### config.mk
export PLATFORM = sky130hd
export DESIGN_NAME = tnn_feature_framer
export DESIGN_NICKNAME = d
export VERILOG_FILES = /design/src/rtl/tnn_feature_framer.sv
export SDC_FILE = /design/constraint.sdc
export NUM_CORES = 1
export LEC_CHECK = 0
export ABC_AREA = 1
export CAP_MARGIN = 10
export CORE_MARGIN = 2
export CORE_UTILIZATION = 25
export CTS_CLUSTER_DIAMETER = 50
export DETAILED_ROUTE_END_ITERATION = 10
export SETUP_SLACK_MARGIN = 0.05
export SLEW_MARGIN = 20
export SYNTH_ARGS = -nofsm -noshare
export SYNTH_HDL_FRONTEND = slang
export SYNTH_SLANG_ARGS = --single-unit
### constraint.sdc
create_clock -name clk -period 1.7 [get_ports clk]
set_input_delay 0.34 -clock clk [delete_from_list [all_inputs] [get_ports clk]]
set_output_delay 0.34 -clock clk [all_outputs]
set_load 0.005 [all_outputs]
### src/rtl/tnn_feature_framer.sv
// Serial 2-bit feature framer for the 8-input TNN classifier: collects a frame, settles it, captures the class.
// Optional performance counters are enabled by defining TNN_FRAMER_PERF_COUNT_EN.
module tnn_feature_framer #(
   parameter int FEAT_W        = 2,
   parameter int NUM_FEAT      = 8,
   parameter int SETTLE_CYCLES = 1
) (
   input  logic              clk,
   input  logic              rst_n,
   input  logic              s_valid,
   output logic              s_ready,
   input  logic [FEAT_W-1:0] s_data,
   input  logic              s_last,
   output logic [FEAT_W-1:0] feat_a,
   output logic [FEAT_W-1:0] feat_b,
   output logic [FEAT_W-1:0] feat_c,
   output logic [FEAT_W-1:0] feat_d,
   output logic [FEAT_W-1:0] feat_e,
   output logic [FEAT_W-1:0] feat_f,
   output logic [FEAT_W-1:0] feat_g,
   output logic [FEAT_W-1:0] feat_h,
   input  logic              cls_in,
   output logic              m_valid,
   input  logic              m_ready,
   output logic              m_class,
   output logic              frame_err,
   output logic [15:0]       cnt_frames,
   output logic [15:0]       cnt_pos
);

   localparam int               IDX_W       = $clog2(NUM_FEAT);
   localparam logic [IDX_W-1:0] LAST_IDX    = IDX_W'(NUM_FEAT - 1);
   localparam logic [IDX_W-1:0] IDX_ONE     = IDX_W'(1);
   localparam logic [3:0]       SETTLE_LAST = 4'(SETTLE_CYCLES - 1);

   typedef enum logic [1:0] {
      COLLECT = 2'd0,
      SETTLE  = 2'd1,
      RESULT  = 2'd2
   } state_t;

   state_t            state_r;
   logic [IDX_W-1:0]  idx_r;
   logic [3:0]        settle_cnt_r;
   logic [FEAT_W-1:0] feat_r [NUM_FEAT];
   logic              m_valid_r;
   logic              m_class_r;
   logic              frame_err_r;
   logic              beat_s;
   logic              res_hs_s;

   assign beat_s   = s_valid && (state_r == COLLECT);
   assign res_hs_s = m_valid_r && m_ready;

   // Frame collection, settle timing and result capture
   always_ff @(posedge clk) begin
      if (!rst_n) begin
         state_r      <= COLLECT;
         idx_r        <= {IDX_W{1'b0}};
         settle_cnt_r <= 4'd0;
         m_valid_r    <= 1'b0;
         m_class_r    <= 1'b0;
         frame_err_r  <= 1'b0;
         for (int i = 0; i < NUM_FEAT; i++) begin
            feat_r[i] <= {FEAT_W{1'b0}};
         end
      end else begin
         frame_err_r <= 1'b0;
         case (state_r)
            COLLECT: begin
               if (beat_s) begin
                  feat_r[idx_r] <= s_data;
                  if ((idx_r == LAST_IDX) && s_last) begin
                     state_r      <= SETTLE;
                     settle_cnt_r <= 4'd0;
                     idx_r        <= {IDX_W{1'b0}};
                  end else if ((idx_r == LAST_IDX) || s_last) begin
                     // Misframed beat: drop the frame, keep partial features
                     frame_err_r <= 1'b1;
                     idx_r       <= {IDX_W{1'b0}};
                  end else begin
                     idx_r <= idx_r + IDX_ONE;
                  end
               end
            end
            SETTLE: begin
               if (settle_cnt_r == SETTLE_LAST) begin
                  m_class_r <= cls_in;
                  m_valid_r <= 1'b1;
                  state_r   <= RESULT;
               end else begin
                  settle_cnt_r <= settle_cnt_r + 4'd1;
               end
            end
            RESULT: begin
               if (res_hs_s) begin
                  m_valid_r <= 1'b0;
                  state_r   <= COLLECT;
               end
            end
            default: begin
               state_r   <= COLLECT;
               idx_r     <= {IDX_W{1'b0}};
               m_valid_r <= 1'b0;
            end
         endcase
      end
   end

   assign s_ready   = (state_r == COLLECT);
   assign m_valid   = m_valid_r;
   assign m_class   = m_class_r;
   assign frame_err = frame_err_r;
   assign feat_a    = feat_r[0];
   assign feat_b    = feat_r[1];
   assign feat_c    = feat_r[2];
   assign feat_d    = feat_r[3];
   assign feat_e    = feat_r[4];
   assign feat_f    = feat_r[5];
   assign feat_g    = feat_r[6];
   assign feat_h    = feat_r[7];

`ifdef TNN_FRAMER_PERF_COUNT_EN
   logic [15:0] cnt_frames_r;
   logic [15:0] cnt_pos_r;

   // Wrapping counters of delivered results and positive classes
   always_ff @(posedge clk) begin
      if (!rst_n) begin
         cnt_frames_r <= 16'd0;
         cnt_pos_r    <= 16'd0;
      end else if (res_hs_s) begin
         cnt_frames_r <= cnt_frames_r + 16'd1;
         if (m_class_r) begin
            cnt_pos_r <= cnt_pos_r + 16'd1;
         end
      end
   end

   assign cnt_frames = cnt_frames_r;
   assign cnt_pos    = cnt_pos_r;
`else
   assign cnt_frames = 16'd0;
   assign cnt_pos    = 16'd0;
`endif

endmodule
# After elaboration in Yosys (flattened, before gate mapping)
# Memory sizes are Yosys's and may differ from the RTL's.
# Index checks and enable logic that the tools add are counted.
classes:
  reduce_logical: 15
  n_shift: 0
  add_sub_neg: 2
  n_mux: 25
  mul: 0
  n_bitwise: 4
  n_div: 0
  n_lt_le_gt_ge: 0
  n_eq_ne: 8
ops:
  columns: ["operator", "count"]
  rows:
  - ["3-bit 2-to-1 mux", 4]
  - ["4-bit 2-to-1 mux", 3]
  - ["2-bit 2-to-1 mux", 5]
  - ["1-bit 2-to-1 mux", 9]
  - ["4-bit case mux with 2 select lines", 1]
  - ["4-bit AND reduction", 2]
  - ["2-bit != test (second input constant)", 3]
  - ["2-bit case mux with 3 select lines", 1]
  - ["3-bit case mux with 2 select lines", 1]
  - ["4-bit by 1-bit adder with 4-bit output (second input constant)", 1]
  - ["4-bit logical NOT", 1]
  - ["2-bit by 1-bit != test with 1-bit output (second input constant)", 2]
  - ["1-bit inverter", 4]
  - ["2-bit AND reduction", 2]
  - ["2-bit OR reduction", 2]
  - ["4-bit OR reduction", 1]
  - ["3-bit by 1-bit adder with 3-bit output (second input constant)", 1]
  - ["3-bit equality test (second input constant)", 1]
  - ["1-bit logical AND", 3]
  - ["1-bit case mux with 3 select lines", 1]
  - ["3-bit AND reduction", 1]
  - ["2-bit by 1-bit equality test with 1-bit output (second input constant)", 1]
  - ["2-bit equality test (second input constant)", 1]
  - ["2-bit logical NOT", 1]
  - ["other kinds (2)", 2]
word_totals:
  romBits: 0
  n_memories: 1
  in_bits: 8
  mem_bits_rw: 16
  reg_bits: 12
  word_cells: 61
  out_inout_bits: 52
  latch_bits: 0
mem_list:
  columns: ["name", "depth", "word_bits", "rd", "rd_ports_with_merged_regs", "write_ports", "line", "source"]
  rows:
  - ["feat_r", 8, 2, 8, 0, 8, "45", "logic [FEAT_W-1:0] feat_r [NUM_FEAT];"]

# Depth between registers and ports, before layout
logic_depth:
  depth_word: 8
  mapped_depth: 8
  mapped_depth_nobuf: 8

# Least setup slack after synthesis
# Ideal clock, no wire load.
synth_path:
  path_type: "reg2reg"
  start: "reg state_r[0]"
  end: "mem feat_r[0][0], enable pin"
  slack_ps: 245
  period_less_slack_ps: 1455
  path_buffers: 0
  setup_ps: 297
  stages_incl_launch_ff: 7
  t_required_ps: 1403
  t_arrival_ps: 1158
  cell_sequence: "dfxtp_1 -> inv_1 -> ha_1 -> nand3_2 -> nor2_2 -> nand2_1 -> nand2_1"
synth_rtl:
  columns: ["element", "line", "source"]
  rows:
  - ["from (decl)", "42", "state_t state_r;"]
  - ["from (signal assigned)", "58", "state_r <= COLLECT;"]
  - ["from (signal assigned)", "74", "state_r <= SETTLE;"]
  - ["from (signal assigned)", "90", "state_r <= RESULT;"]
  - ["to (decl)", "45", null]

# Worst setup path after layout
layout_path:
  start: "reg state_r[0]"
  end: "out s_ready"
layout_between:
  elab_chain_len: 1
layout_lines:
  columns: ["element", "line", "source"]
  rows:
  - ["2-bit logical NOT", "110", "assign s_ready = (state_r == COLLECT);"]
  - ["to (decl)", "11", "output logic s_ready,"]
# Every way passes these cells.

==> metrics.txt <==
Setup WS pre-CTS=22.9 ps; Final Non-Filler Cells=310; Synth top area share=0.294; number of synthesized flops with an enable pin=16; global-route wire length before repair=4800 um; Overflow after GRT=0; placed cell count=304; Worst Setup End Kind=primary output; Max Slew Vio Count=0; commonest cells after routing, fill and taps aside=41 x nand2_1, 36 x nor2_1, 32 x conb_1; area of the die=0.00720 mm2; Area Growth Syn to Fin=24.3%; initial antenna violation count=0; core area=0.00635 mm2; post-route ant nets=0; DRC violations left=0; crit path setup slack, layout=213 ps; CTS HTree Levels=1; 1st-iter DRT viols=31; cell count after synthesis=193; Crit Path Max Fanout=4; Synth area leader=edfxtp_1; root buf cell=clkbuf_8; critical path required time=1360 ps; Cell Pwr Density=1310 mW/mm2; die width=84.8 um; minimum clock period=1490 ps; Yosys cell types=22; # rows=29; Finished Cell Area=0.00203 mm2; drt via density=3.94; Clock Sinks=28; IO Pins=60; Worst-Skew Late Latency=280 ps; Die Ht=84.8 um; largest net degree at the start of global routing=19; CP startpoint kind=register; Peak VDD IR=474 uV; outcome=complete, no violations; CTS Buf Count=3; CP Class=register to primary output; Fin Hold WS=447 ps; Synth area leaders=edfxtp_1 29%, dfxtp_1 15%, buf_4 15%, nand2_1 9.4%, nor2_1 8.3%; post-synthesis sequential area ratio=0.441; FFs w/ async S/R, synth=0; YS warnings=0; vias=1222; vias in the first global route=1045; register bit total from synthesis=28; mean post-synth cell area=8.47 um2; most common cell after layout, fill and taps aside=nand2_1; period utilization=0.875; Worst Clk Skew=3.72 ps; total detailed-routing wirelength=2930 um; fmax=673 MHz; Port Buffer Count=27; ys flop type=edfxtp_1; Lkg Pwr=0.909 nW; CTS Buffer Depth=2; MaxCap Viol Count=0; TNS Setup=0 ps; 1st-pass router iterations=4; GP Congestion=0.765; Initial Util=0.257; antenna cell count=0; RSZ-0062 raised after global routing=false; number of nets in the layout=250; CTS tree=built; fraction of layout cells with a size suffix above 1=0.137; WL/cell=9.45 um; Cell Area, Placed=0.00193 mm2; Post-Syn Area=0.00163 mm2; arrival time of the worst setup path=1150 ps; GR Util All Layers=0.0839; clock slew at reported path FFs=90 ps; Hold WC Path Type=register to register; final hold viol count=0; final setup fails=0; DP Wirelength=2250 um
metal layers:
layer	vias to the layer above	routed length (um)	global-route usage
met4	0	34	0.0260
met3	4	221	0.0263
li1	624	-	-
met5	-	0	0
met2	49	1470	0.150
met1	545	1210	0.0953
kinds of logic after synthesis:
| group | Yosys count | share of synthesized area |
|---|---|---|
| other | 1 | 0.00229 |
| adder cells (fa/ha/maj) | 8 | 0.0613 |
| AND/OR/NAND/NOR | 93 | 0.250 |
| AO/OA/AOI/OAI | 11 | 0.0421 |
| flip-flops | 28 | 0.441 |
| buffers and inverters | 52 | 0.203 |
layout make-up:
class / count / area, um2
Clock inverter: 1 / 30.0
Fill cell: 665 / 4320
Clock buffer: 3 / 41.3
Timing Repair Buffer: 40 / 367
Multi-Input combinational cell: 144 / 713
Tap cell: 77 / 96.3
Inverter: 17 / 63.8
Sequential cell: 28 / 721
worst max-delay path, cell delays in order (launching register included):
cell	delay [ps]
dfxtp_1	360
inv_2	70
ha_4	180
dlygate4sd2_1	260
power by group:
| group | total [mW] | switching (mW) | internal, mW | leakage [nW] |
|---|---|---|---|---|
| Sequential | 0.926 | 0.0802 | 0.846 | 0.264 |
| Combinational | 1.21 | 0.666 | 0.545 | 0.610 |
| Clock | 0.532 | 0.216 | 0.316 | 0.0357 |
registers in the layout, indices dropped and copies added, names as in the netlist:
name	cells
feat_r	16
settle_cnt_r	4
idx_r	3
state_r	2
frame_err	1
m_class	1
m_valid	1
through the flow:
step / power, mW / util
2_1_floorplan: 1.81 / -
3_3_place_gp: 2.06 / 0.304
3_5_place_dp: 2.09 / 0.304
4_1_cts: 2.68 / 0.320
5_1_grt: 2.91 / 0.320
6_report: 2.67 / 0.320
path summary, 6_finish.rpt:
check / from / endpoint / slack (ps) / cells after the start
worst max-delay path: state_r[0] / s_ready / 210 / 3
worst min-delay path: m_class / m_class / 450 / 2
worst max register to register: state_r[1] / settle_cnt_r[0] / 260 / 8
worst min register to register: m_class / m_class / 450 / 2
synth_stat cells (2+ instances only):
master and count:
a21oi_1 7, buf_4 32, buf_6 2, dfxtp_1 12, edfxtp_1 16, ha_1 8
inv_1 16, nand2_1 41, nand3_1 3, nand3_2 3, nand4_1 3, nor2_1 36
nor2_2 3, o21ai_0 3
repair_timing:
action,CTS,global route
hold buffers,0,0
cloned,0,0
setup buffers,2,0
setup endpoints to repair,1,4
gates resized for setup,5,1
Power figures use the tool's default switching activity.
